## config.mk

```make
export PLATFORM = sky130hd
export DESIGN_NAME = muldiv_unit_flat
export DESIGN_NICKNAME = d
export VERILOG_FILES = /design/src/rtl/muldiv_unit_pkg.sv /design/src/rtl/muldiv_unit_if.sv /design/src/rtl/muldiv_unit_core.sv /design/src/rtl/muldiv_unit.sv /design/src/flat_wrapper.sv
export SDC_FILE = /design/constraint.sdc
export NUM_CORES = 1
export LEC_CHECK = 0
export ABC_AREA = 1
export CORE_UTILIZATION = 25
export DETAILED_ROUTE_END_ITERATION = 6
export HOLD_SLACK_MARGIN = 0.12
export PLACE_DENSITY = 0.49
export SLEW_MARGIN = 20
export SYNTH_ARGS = -nofsm -noshare
export SYNTH_HDL_FRONTEND = slang
export SYNTH_HIERARCHICAL = 1
export SYNTH_SLANG_ARGS = --single-unit
```

## constraint.sdc

```tcl
create_clock -name clk -period 6.6 [get_ports clk]
set_clock_uncertainty 0.05 [all_clocks]
set_input_delay 1.32 -clock clk [delete_from_list [all_inputs] [get_ports clk]]
set_output_delay 1.32 -clock clk [all_outputs]
set_load 0.01 [all_outputs]
```

## src/rtl/muldiv_unit_pkg.sv

```systemverilog
// Shared widths, op/state encodings and result selection for the multiply/divide unit.
// Combinational helpers only; no timing or flow-control behaviour lives here.
package muldiv_unit_pkg;

  localparam int DATAWIDTH = 16;
  localparam int REGWIDTH  = 4;
  localparam int ITERS     = 16;

  typedef enum logic [1:0] {
    OP_MULLO = 2'b00,
    OP_MULHI = 2'b01,
    OP_DIVQ  = 2'b10,
    OP_DIVR  = 2'b11
  } op_e;

  typedef enum logic [1:0] {
    ST_IDLE = 2'd0,
    ST_BUSY = 2'd1,
    ST_DONE = 2'd2
  } state_e;

  // The product and the {remainder, quotient} pair share one layout, so the high half
  // is MULHI or DIVR and the low half is MULLO or DIVQ.
  function automatic logic [DATAWIDTH-1:0] select_result(
    input logic                     hi_sel,
    input logic [2*DATAWIDTH-1:0]   acc
  );
    return hi_sel ? acc[2*DATAWIDTH-1:DATAWIDTH] : acc[DATAWIDTH-1:0];
  endfunction

endpackage

```

## src/rtl/muldiv_unit_if.sv

```systemverilog
// Request and writeback bundle between the pipeline/regfile and the multiply/divide unit.
// The master drives operands and start; the slave returns busy and the writeback strobe.
interface muldiv_unit_if;
  import muldiv_unit_pkg::*;

  logic                 start;
  logic [1:0]           op;
  logic [DATAWIDTH-1:0] a;
  logic [DATAWIDTH-1:0] b;
  logic [REGWIDTH-1:0]  dst;
  logic                 busy;
  logic                 wb_write;
  logic [REGWIDTH-1:0]  wb_rdst;
  logic [DATAWIDTH-1:0] wb_data;

  modport master (
    output start, op, a, b, dst,
    input  busy, wb_write, wb_rdst, wb_data
  );

  modport slave (
    input  start, op, a, b, dst,
    output busy, wb_write, wb_rdst, wb_data
  );

endinterface

```

## src/rtl/muldiv_unit_core.sv

```systemverilog
// Iterative datapath: shift-add multiply or restoring divide, one bit per step, 16 steps.
// No backpressure; the controller owns load/step and reads result_next on the last step.
module muldiv_core
  import muldiv_unit_pkg::*;
(
  input  logic                 clk,
  input  logic                 rst_n,
  input  logic                 load,
  input  logic                 step,
  input  logic [1:0]           op,
  input  logic [DATAWIDTH-1:0] a,
  input  logic [DATAWIDTH-1:0] b,
  output logic [4:0]           count,
  output logic [DATAWIDTH-1:0] result_next
);

  localparam int DW = DATAWIDTH;

  logic [2*DW-1:0] acc_q;
  logic [DW-1:0]   opnd_q;
  logic            div_q;
  logic            hi_q;

  logic [DW:0]     mul_sum;
  logic [DW-1:0]   div_diff;
  logic [2*DW-1:0] mul_step;
  logic [2*DW-1:0] div_step;
  logic [2*DW-1:0] acc_step;

  always_comb begin
    mul_sum  = {1'b0, acc_q[2*DW-1:DW]} + {1'b0, opnd_q};
    mul_step = acc_q[0] ? {mul_sum, acc_q[DW-1:1]} : {1'b0, acc_q[2*DW-1:1]};

    // Trial subtract on the shifted remainder; a fitting difference is always below the
    // divisor, so 16 bits hold it without loss.
    div_diff = acc_q[2*DW-2:DW-1] - opnd_q;
    if (acc_q[2*DW-1:DW-1] >= {1'b0, opnd_q}) begin
      div_step = {div_diff, acc_q[DW-2:0], 1'b1};
    end else begin
      div_step = {acc_q[2*DW-2:0], 1'b0};
    end

    acc_step    = div_q ? div_step : mul_step;
    result_next = select_result(hi_q, acc_step);
  end

  always_ff @(posedge clk or negedge rst_n) begin
    if (!rst_n) begin
      acc_q  <= '0;
      opnd_q <= '0;
      div_q  <= 1'b0;
      hi_q   <= 1'b0;
      count  <= '0;
    end else if (load) begin
      div_q  <= (op == OP_DIVQ) || (op == OP_DIVR);
      hi_q   <= (op == OP_MULHI) || (op == OP_DIVR);
      acc_q  <= op[1] ? {{DW{1'b0}}, a} : {{DW{1'b0}}, b};
      opnd_q <= op[1] ? b : a;
      count  <= '0;
    end else if (step) begin
      acc_q <= acc_step;
      count <= count + 5'd1;
    end
  end

endmodule

```

## src/rtl/muldiv_unit.sv

```systemverilog
// Multiply/divide controller: IDLE/BUSY/DONE FSM plus registered writeback, 17 cycles start to strobe.
// start is ignored while busy (no queuing); the pipeline is expected to stall on busy.
module muldiv_unit
  import muldiv_unit_pkg::*;
(
  input  logic          clk,
  input  logic          rst_n,
  muldiv_unit_if.slave  io
);

  state_e               state_q;
  state_e               state_d;
  logic                 load;
  logic                 step;
  logic                 wb_set;
  logic [REGWIDTH-1:0]  dst_q;
  logic [4:0]           count;
  logic [DATAWIDTH-1:0] result_next;
  logic                 wb_write_q;
  logic [REGWIDTH-1:0]  wb_rdst_q;
  logic [DATAWIDTH-1:0] wb_data_q;

  muldiv_core u_core (
    .clk         (clk),
    .rst_n       (rst_n),
    .load        (load),
    .step        (step),
    .op          (io.op),
    .a           (io.a),
    .b           (io.b),
    .count       (count),
    .result_next (result_next)
  );

  always_ff @(posedge clk or negedge rst_n) begin
    if (!rst_n) begin
      state_q <= ST_IDLE;
    end else begin
      state_q <= state_d;
    end
  end

  always_comb begin
    state_d = state_q;
    load    = 1'b0;
    step    = 1'b0;
    wb_set  = 1'b0;
    case (state_q)
      ST_IDLE: begin
        if (io.start) begin
          load    = 1'b1;
          state_d = ST_BUSY;
        end
      end
      ST_BUSY: begin
        step = 1'b1;
        if (count == 5'(ITERS - 1)) begin
          wb_set  = 1'b1;
          state_d = ST_DONE;
        end
      end
      ST_DONE: begin
        state_d = ST_IDLE;
      end
      default: begin
        state_d = ST_IDLE;
      end
    endcase
  end

  always_ff @(posedge clk or negedge rst_n) begin
    if (!rst_n) begin
      dst_q      <= '0;
      wb_write_q <= 1'b0;
      wb_rdst_q  <= '0;
      wb_data_q  <= '0;
    end else begin
      if (load) begin
        dst_q <= io.dst;
      end
      wb_write_q <= wb_set;
      // Address and data hold after the strobe until the next result lands.
      if (wb_set) begin
        wb_rdst_q <= dst_q;
        wb_data_q <= result_next;
      end
    end
  end

  assign io.busy     = (state_q != ST_IDLE);
  assign io.wb_write = wb_write_q;
  assign io.wb_rdst  = wb_rdst_q;
  assign io.wb_data  = wb_data_q;

endmodule
```

## src/flat_wrapper.sv

```systemverilog
// flat-port wrapper written by rule: the top's interface ports become plain ports
module muldiv_unit_flat import muldiv_unit_pkg::*;
  (clk, rst_n, io_start, io_op, io_a, io_b, io_dst, io_busy, io_wb_write, io_wb_rdst, io_wb_data);
  muldiv_unit_if io_i ();
  input  logic clk;
  input  logic rst_n;
  input wire logic [$bits(io_i.start)-1:0] io_start;
  input wire logic [$bits(io_i.op)-1:0] io_op;
  input wire logic [$bits(io_i.a)-1:0] io_a;
  input wire logic [$bits(io_i.b)-1:0] io_b;
  input wire logic [$bits(io_i.dst)-1:0] io_dst;
  output wire logic [$bits(io_i.busy)-1:0] io_busy;
  output wire logic [$bits(io_i.wb_write)-1:0] io_wb_write;
  output wire logic [$bits(io_i.wb_rdst)-1:0] io_wb_rdst;
  output wire logic [$bits(io_i.wb_data)-1:0] io_wb_data;
  assign io_i.start = io_start;
  assign io_i.op = io_op;
  assign io_i.a = io_a;
  assign io_i.b = io_b;
  assign io_i.dst = io_dst;
  assign io_busy = io_i.busy;
  assign io_wb_write = io_i.wb_write;
  assign io_wb_rdst = io_i.wb_rdst;
  assign io_wb_data = io_i.wb_data;
  muldiv_unit u_core (.clk(clk), .rst_n(rst_n), .io(io_i));
endmodule
```

==> results of run 1 <==
## worst max-delay path, cell delays in order
cell	delay [ps]
clkdlybuf4s50_1	450
buf_4	410
clkinv_1	640
o21ai_0	370
o22ai_1	100
## worst paths after layout
kind / slack, ps / depth (start not counted) / to
worst max-delay path: 3440 / 5 / u_core/u_core/opnd_q[1]$_DFFE_PN0P_
worst min-delay path: 420 / 2 / u_core/io.wb_data[0]$_DFFE_PN0P_
worst max register to register: 3810 / 14 / u_core/io.wb_data[13]$_DFFE_PN0P_
worst min register to register: 420 / 2 / u_core/io.wb_data[0]$_DFFE_PN0P_
max in group asynchronous: 4570 / 2 / u_core/io.wb_data[4]$_DFFE_PN0P_
min in group asynchronous: 820 / 1 / u_core/u_core/acc_q[28]$_DFFE_PN0P_
## logic make-up after synthesis
| family | synth area share |
|---|---|
| AND/OR/NAND/NOR | 0.375 |
| flip-flops | 0.318 |
| XOR/XNOR | 0.0109 |
| buffers and inverters | 0.104 |
| adder cells (fa/ha/maj) | 0.0702 |
| AO/OA/AOI/OAI | 0.121 |
## power groups by stage
| stage | combinational, mW | clock [mW] | sequential (mW) |
|---|---|---|---|
| after global routing | 3.65 | 0.581 | 1.05 |
| after floorplan | 2.35 | 0 | 0.925 |
| after CTS | 3.20 | 0.557 | 1.02 |
| after detailed placement | 3.19 | 0 | 1.02 |
| after global placement | 3.18 | 0 | 1.03 |
| final | 3.19 | 0.546 | 1.02 |
## area by class of cell
type                    count  area share
multi-input cells         736       0.487
flip-flops and latches     82       0.268
repair buffers             68      0.0866
inverters                 128      0.0628
well taps                 330      0.0539
clock buffers              12      0.0322
clock inverters             4     0.00981
## through the flow
step | hold slack, ps | utilization | instances | cell area (sq um) | setup slack [ps]
detailed placement | 412 | 0.290 | 1344 | 7330 | 3110
floorplan | 399 | - | 986 | 6450 | 4090
finish | 422 | 0.303 | 1360 | 7650 | 3440
global placement | 411 | 0.290 | 1344 | 7330 | 3110
global route | 448 | 0.303 | 1360 | 7650 | 3280
CTS | 427 | 0.303 | 1360 | 7650 | 3460
## synth_stat cells (2+ instances only)
library cell  number  area, sq um
a21oi_1           35          175
xor2_1             6         52.6
or2_2             18          113
o22ai_1           16          100
nand3_1           68          340
nand3b_1           6         45.0
inv_1            122          458
nor3_2             2         20.0
o211ai_1          14          105
buf_6              3         33.8
nor2_4             3         33.8
nand2_1          357         1340
clkinv_1           2         7.51
buf_4              3         22.5
nand2_4            2         22.5
nor2_1            63          236
fa_1               2         40.0
o221ai_1          15          131
o21ai_0           48          240
ha_1              33          413
clkbuf_1          26         97.6
and2_1             4         25.0
nor3_1             7         35.0
buf_2              7         35.0
inv_2              4         15.0
nand4_1           25          156
xnor2_1            2         17.5
dfrtp_1           82         2050
## per-layer routing
layer,share of wire,GRT usage
met1,0.49,0.232
met2,0.46,0.269
met3,0.041,0.0250
met4,0.0097,0.0246
met5,0,0
## sequential cells by signal (all words and copies together), names as in the netlist
| signal | count |
|---|---|
| u_core/io.wb_write | 1 |
| u_core/state_q | 2 |
| u_core/u_core/div_q | 1 |
| u_core/io.wb_data | 16 |
| u_core/u_core/hi_q | 1 |
| u_core/io.wb_rdst | 4 |
| u_core/dst_q | 4 |
| u_core/u_core/acc_q | 32 |
| u_core/u_core/opnd_q | 16 |
| u_core/u_core/count | 5 |
==> impl_results.md, run 1 <==
* H-tree Lvls at 3
* Vias in the first global route at 6066
* CP Data Required Time at 6750 ps
* Core Rows at 58
* First-pass GRT wire length at 33700 microns
* Relative slew slack at 0.346
* EDFF count, synth at 0
* Max-Cap Viols at 0
* Clock sink count at 82
* Ys flop type: dfrtp_1
* Gr ovfl total at 0
* RePlAce Congestion at 0.864
* Total core area at 0.0253 sq mm
* Commonest non-fill, non-tap cell in the layout: nand2_1
* Die X at 163 microns
* Yosys cell types at 39
* Setup-failing EPs final at 0
* Via count at 6441
* Switching share of power at 0.531
* Initial antenna violation count at 0
* Cells after synthesis at 986
* Routed Antenna Nets at 0
* Synthesis-stage register bit count at 82
* Comb power frac at 0.672
* Fmax achieved at 316 MHz
* CTS tree: yes
* Synth Net Count at 1062
* 1st-pass router iterations at 6
* Layout cells sized above 1 at 0.0524
* Register area share after synthesis at 0.318
* WL final at 21200 microns
* Die ar. at 0.0264 sq mm
* Fillers at 2807
* Final Cycle Share at 0.479
* CTS Hold Bufs at 0
* Layout area overhead at 18.7%
* Switch Pwr at 2.52 mW
* Vias per cell at 4.74
* Power density over the cells at 621 mW/mm^2
* Yosys warns at 6
* Clock share of power at 0.115
* Iter 0 DRT Violations at 504
* Pwr Total at 4.76 mW
* Slew Viols, Final at 0
* P_int at 2.23 mW
* Min-Delay Startpoint: u_core/io.wb_data[0]$_DFFE_PN0P_
* Largest net degree at the start of global routing at 64
* Starting Density at 0.255
* Reg area at 0.00205 sq mm
* Root Driver: clkbuf_16
* Maximum VDD drop at 0.173 mV
* Peak fanout along the critical path at 47
* R2R Path Start: u_core/u_core/acc_q[28]$_DFFE_PN0P_
* Leakage Power at 3.92 nW
* Setup TNS at 0 ps
* Clock Latency Late Sink at 340 ps
* Wire length per cell at 15.6 microns
* Worst Setup End Kind: flop
* Nets@finish at 1101
* Hold Vio Cnt, Final at 0
* HP Class: reg2reg
* Tot GR Track Use at 0.165
* Crit start category: input port
* Status: finished, final reports clean
* DRC errors left at 0
* CTS Buf Count at 9
* Post-CTS Setup Inserts at 0
* Fraction of registers with async set or reset after synthesis at 1.00
* Worst Setup SP: io_op[1]
* IO Pins at 63
* Most frequent cells in the layout: 357 x nand2_1, 121 x inv_1, 82 x dfrtp_1
* Final period demand of the worst path at 3160 ps
* Crit path DAT at 3310 ps
* Power share of the sequential group at 0.214
* CTS Buffer Depth at 2
* Synth Cell Area at 0.00645 sq mm
* Die Y at 163 microns
* Post-Syn Area per Cell at 6.54 sq um
* Resized cells post-CTS at 0
* N_diodes at 0
* CTS clk-pin slew, worst paths at 60 ps
* IO Port Bufs at 62
* Worst slew pin tran at 981 ps
* Multi-input gate area at 0.00372 sq mm
* CP Class: in2reg
* DPL Wire Length at 16400 microns
* RSZ-0062 raised after global routing: false
(Power assumes the default switching activity.)
==> inputs of run 2 (changes only) <==
Settings changed: PLACE_DENSITY 0.49 to 0.51.
Clock period 6.6 ns to 2.6 ns, I/O delays scaled along.
==> run 2 against run 1 <==
  * Sequential cell count is the same
  * Sequential share of layout area shrank 1.2 points
  * Critical path depth rose by 13
  * First-iteration DRC count fell by 8.7%
  * Clock power up 140%
  * Worst setup slack got worse by 3200 ps
  * Sequential power is 150% higher
  * Global-route usage rose by 0.90 points
  * Die area is the same
  * Hold slack got worse by 1.4 ps
  * Largest power group unchanged
==> impl_results.md, run 2 (synthesis results as in run 1) <==
* Initial antenna violation count at 0 (unchanged)
* DP Area at 0.00759 sq mm (+3.6%)
* Layout area overhead at 24.6%
* Leakage Power at 4.08 nW (+4.2%)
* Slew Viols, Final at 0 (unchanged)
* Final Cycle Share at 0.927
* Core Rows at 58 (unchanged)
* N_diodes at 0 (unchanged)
* RSZ-0062 raised after global routing: true
* H-tree Lvls at 3 (unchanged)
* CP Buf/Inv Count at 2 (-1)
* Final period demand of the worst path at 2410 ps
* CTS clk-pin slew, worst paths at 70 ps (about the same)
* Clock share of power at 0.102 (-0.013)
* DPL Wire Length at 17200 microns (+4.8%)
* Placed cell count at 1372 (+2.1%)
* Clock sink count at 82 (unchanged)
* Multi-input gate area at 0.00383 sq mm (+2.9%)
* Relative slew slack at 0.574 (+0.228)
* Iter 0 DRT Violations at 460 (-8.7%)
* Gr ovfl total at 0 (unchanged)
* CP max stage delay at 400 ps (-240 ps)
* Vias per cell at 4.77 (+0.66%)
* RePlAce Congestion at 0.917 (+6.1%)
* Routed Antenna Nets at 0 (unchanged)
* Most frequent cells in the layout: 347 x nand2_1, 119 x inv_1, 79 x dfrtp_1
* Switching share of power at 0.536 (+0.00560)
* Largest reg by FF count: u_core/u_core/acc_q
* HP Class: reg2reg
* Largest net degree at the start of global routing at 48 (-25%)
* Switch Pwr at 6.90 mW (+170%)
* Reg area at 0.00206 sq mm (+0.18%)
* Status: finished, final reports clean
* Layout cells sized above 1 at 0.110 (+0.0576)
* Crit path cell chain: inv_1, ha_2, nand2_1, nand2_1, inv_1, nand2_1, nand2_1, nand2_1, nor2_4, nand2_8, nand2_2, nand2_1, nand2_1, nand2_1, nand2_1, nand2_1, nand4_1, nand2_1
* Final Non-Filler Cells at 1393 (+2.4%)
* Peak fanout along the critical path at 18 (-62%)
* Tot GR Track Use at 0.174 (+0.00905)
* Nets@finish at 1134 (+3.0%)
* Critical-path top delay cell: dfrtp_1
* Crit start category: flop
* Max-Cap Viols at 0 (unchanged)
* Die Y at 163 microns (unchanged)
* Worst slew pin tran at 639 ps (-342 ps)
* Maximum VDD drop at 0.474 mV (+170%)
* Worst Setup End Kind: flop
* Comb power frac at 0.703 (+0.031)
* CP Class: reg2reg
* Vias in the first global route at 6237 (+2.8%)
* Crit-path most repeated cell: nand2_1
* Hold Vio Cnt, Final at 0 (unchanged)
* WL final at 22400 microns (+5.5%)
* CTS tree: yes
* IO Pins at 63 (unchanged)
* First-pass GRT wire length at 35200 microns (+4.6%)
* Fmax achieved at 415 MHz
* Crit path DAT at 2600 ps (-710 ps)
* Wire length per cell at 16.1 microns (+3.0%)
* Worst hold margin at 421 ps (-1.40 ps)
* P_int at 5.97 mW (+170%)
* Clock Latency Late Sink at 360 ps (+20 ps)
* Root Driver: clkbuf_16
* CTS Buf Count at 9 (unchanged)
* Die ar. at 0.0264 sq mm (unchanged)
* Post-route cell area at 0.00804 sq mm (+5.0%)
* Commonest non-fill, non-tap cell in the layout: nand2_1
* IO Port Bufs at 62 (unchanged)
* Starting Density at 0.255 (unchanged)
* Power share of the sequential group at 0.196 (-0.018)
* 1st-pass router iterations at 7 (+1)
* Via count at 6641 (+3.1%)
* Largest register FFs at 32 (unchanged)
* CP Data Required Time at 2790 ps (-3960 ps)
* Die X at 163 microns (unchanged)
* Final Util at 0.318 (+0.0151)
* Power density over the cells at 1600 mW/mm^2 (+160%)
* Largest delay share family, worst path: simple AND/OR/NAND/NOR gates
* DRC errors left at 0 (unchanged)
* CTS Buffer Depth at 2 (unchanged)
* Total core area at 0.0253 sq mm (unchanged)
* Setup-failing EPs final at 0 (unchanged)
* Fillers at 2762 (-1.6%)
[run 2: what timing repair did]
item	in CTS	in global routing
endpoints found under the hold margin	20	0
cloned	0	0
gates resized for setup	2	29
hold buffers	1	0
endpoints found under the setup margin	3	13
buffers inserted	0	4
pin swaps	0	2
[run 2: area by class of cell]
type / count / area share
Multi-Input combinational cell: 736 / 0.477
Sequential cell: 82 / 0.256
Timing Repair Buffer: 101 / 0.120
Inverter: 128 / 0.0598
Tap cell: 330 / 0.0514
Clock buffer: 9 / 0.0280
Clock inverter: 7 / 0.00841
[run 2: tightest hold or removal path, stage by stage, from the launching register on]
cell     delay (ps)
dfrtp_1         340
nand2_1          50
nand2_1          40
[run 2: path summary, 6_finish.rpt]
| kind | start | to | slack (ps) | depth (start not counted) |
|---|---|---|---|---|
| max | u_core/u_core/opnd_q[12]$_DFFE_PN0P_ | u_core/io.wb_data[13]$_DFFE_PN0P_ | 190 | 18 |
| min | u_core/io.wb_rdst[0]$_DFFE_PN0P_ | u_core/io.wb_rdst[0]$_DFFE_PN0P_ | 420 | 2 |
| max reg2reg | u_core/u_core/opnd_q[12]$_DFFE_PN0P_ | u_core/io.wb_data[13]$_DFFE_PN0P_ | 190 | 18 |
| min reg2reg | u_core/io.wb_rdst[0]$_DFFE_PN0P_ | u_core/io.wb_rdst[0]$_DFFE_PN0P_ | 420 | 2 |
| max in group asynchronous | rst_n | u_core/u_core/acc_q[16]$_DFFE_PN0P_ | 1290 | 3 |
| min in group asynchronous | rst_n | u_core/io.wb_data[11]$_DFFE_PN0P_ | 630 | 2 |
[run 2: layer usage]
metal	share of wire	GRT usage
met1	0.49	0.248
met2	0.45	0.274
met3	0.042	0.0252
met4	0.013	0.0391
met5	0	0
[run 2: power by group through the flow]
stage	clock, mW	sequential [mW]	combinational (mW)
3_3_place_gp	0	2.52	8.68
5_1_grt	1.40	2.60	10.2
4_1_cts	1.34	2.51	8.71
2_1_floorplan	0	2.35	5.96
3_5_place_dp	0	2.52	8.66
6_report	1.31	2.52	9.05
[run 2: per-stage QoR]
step           TNS (ps)  power (mW)  setup WS, ps
2_1_floorplan         0        8.31           476
3_3_place_gp      -73.2        11.2         -73.2
3_5_place_dp      -58.4        11.2         -58.4
4_1_cts               0        12.6          29.6
5_1_grt           -57.5        14.2         -38.5
6_report              0        12.9           190
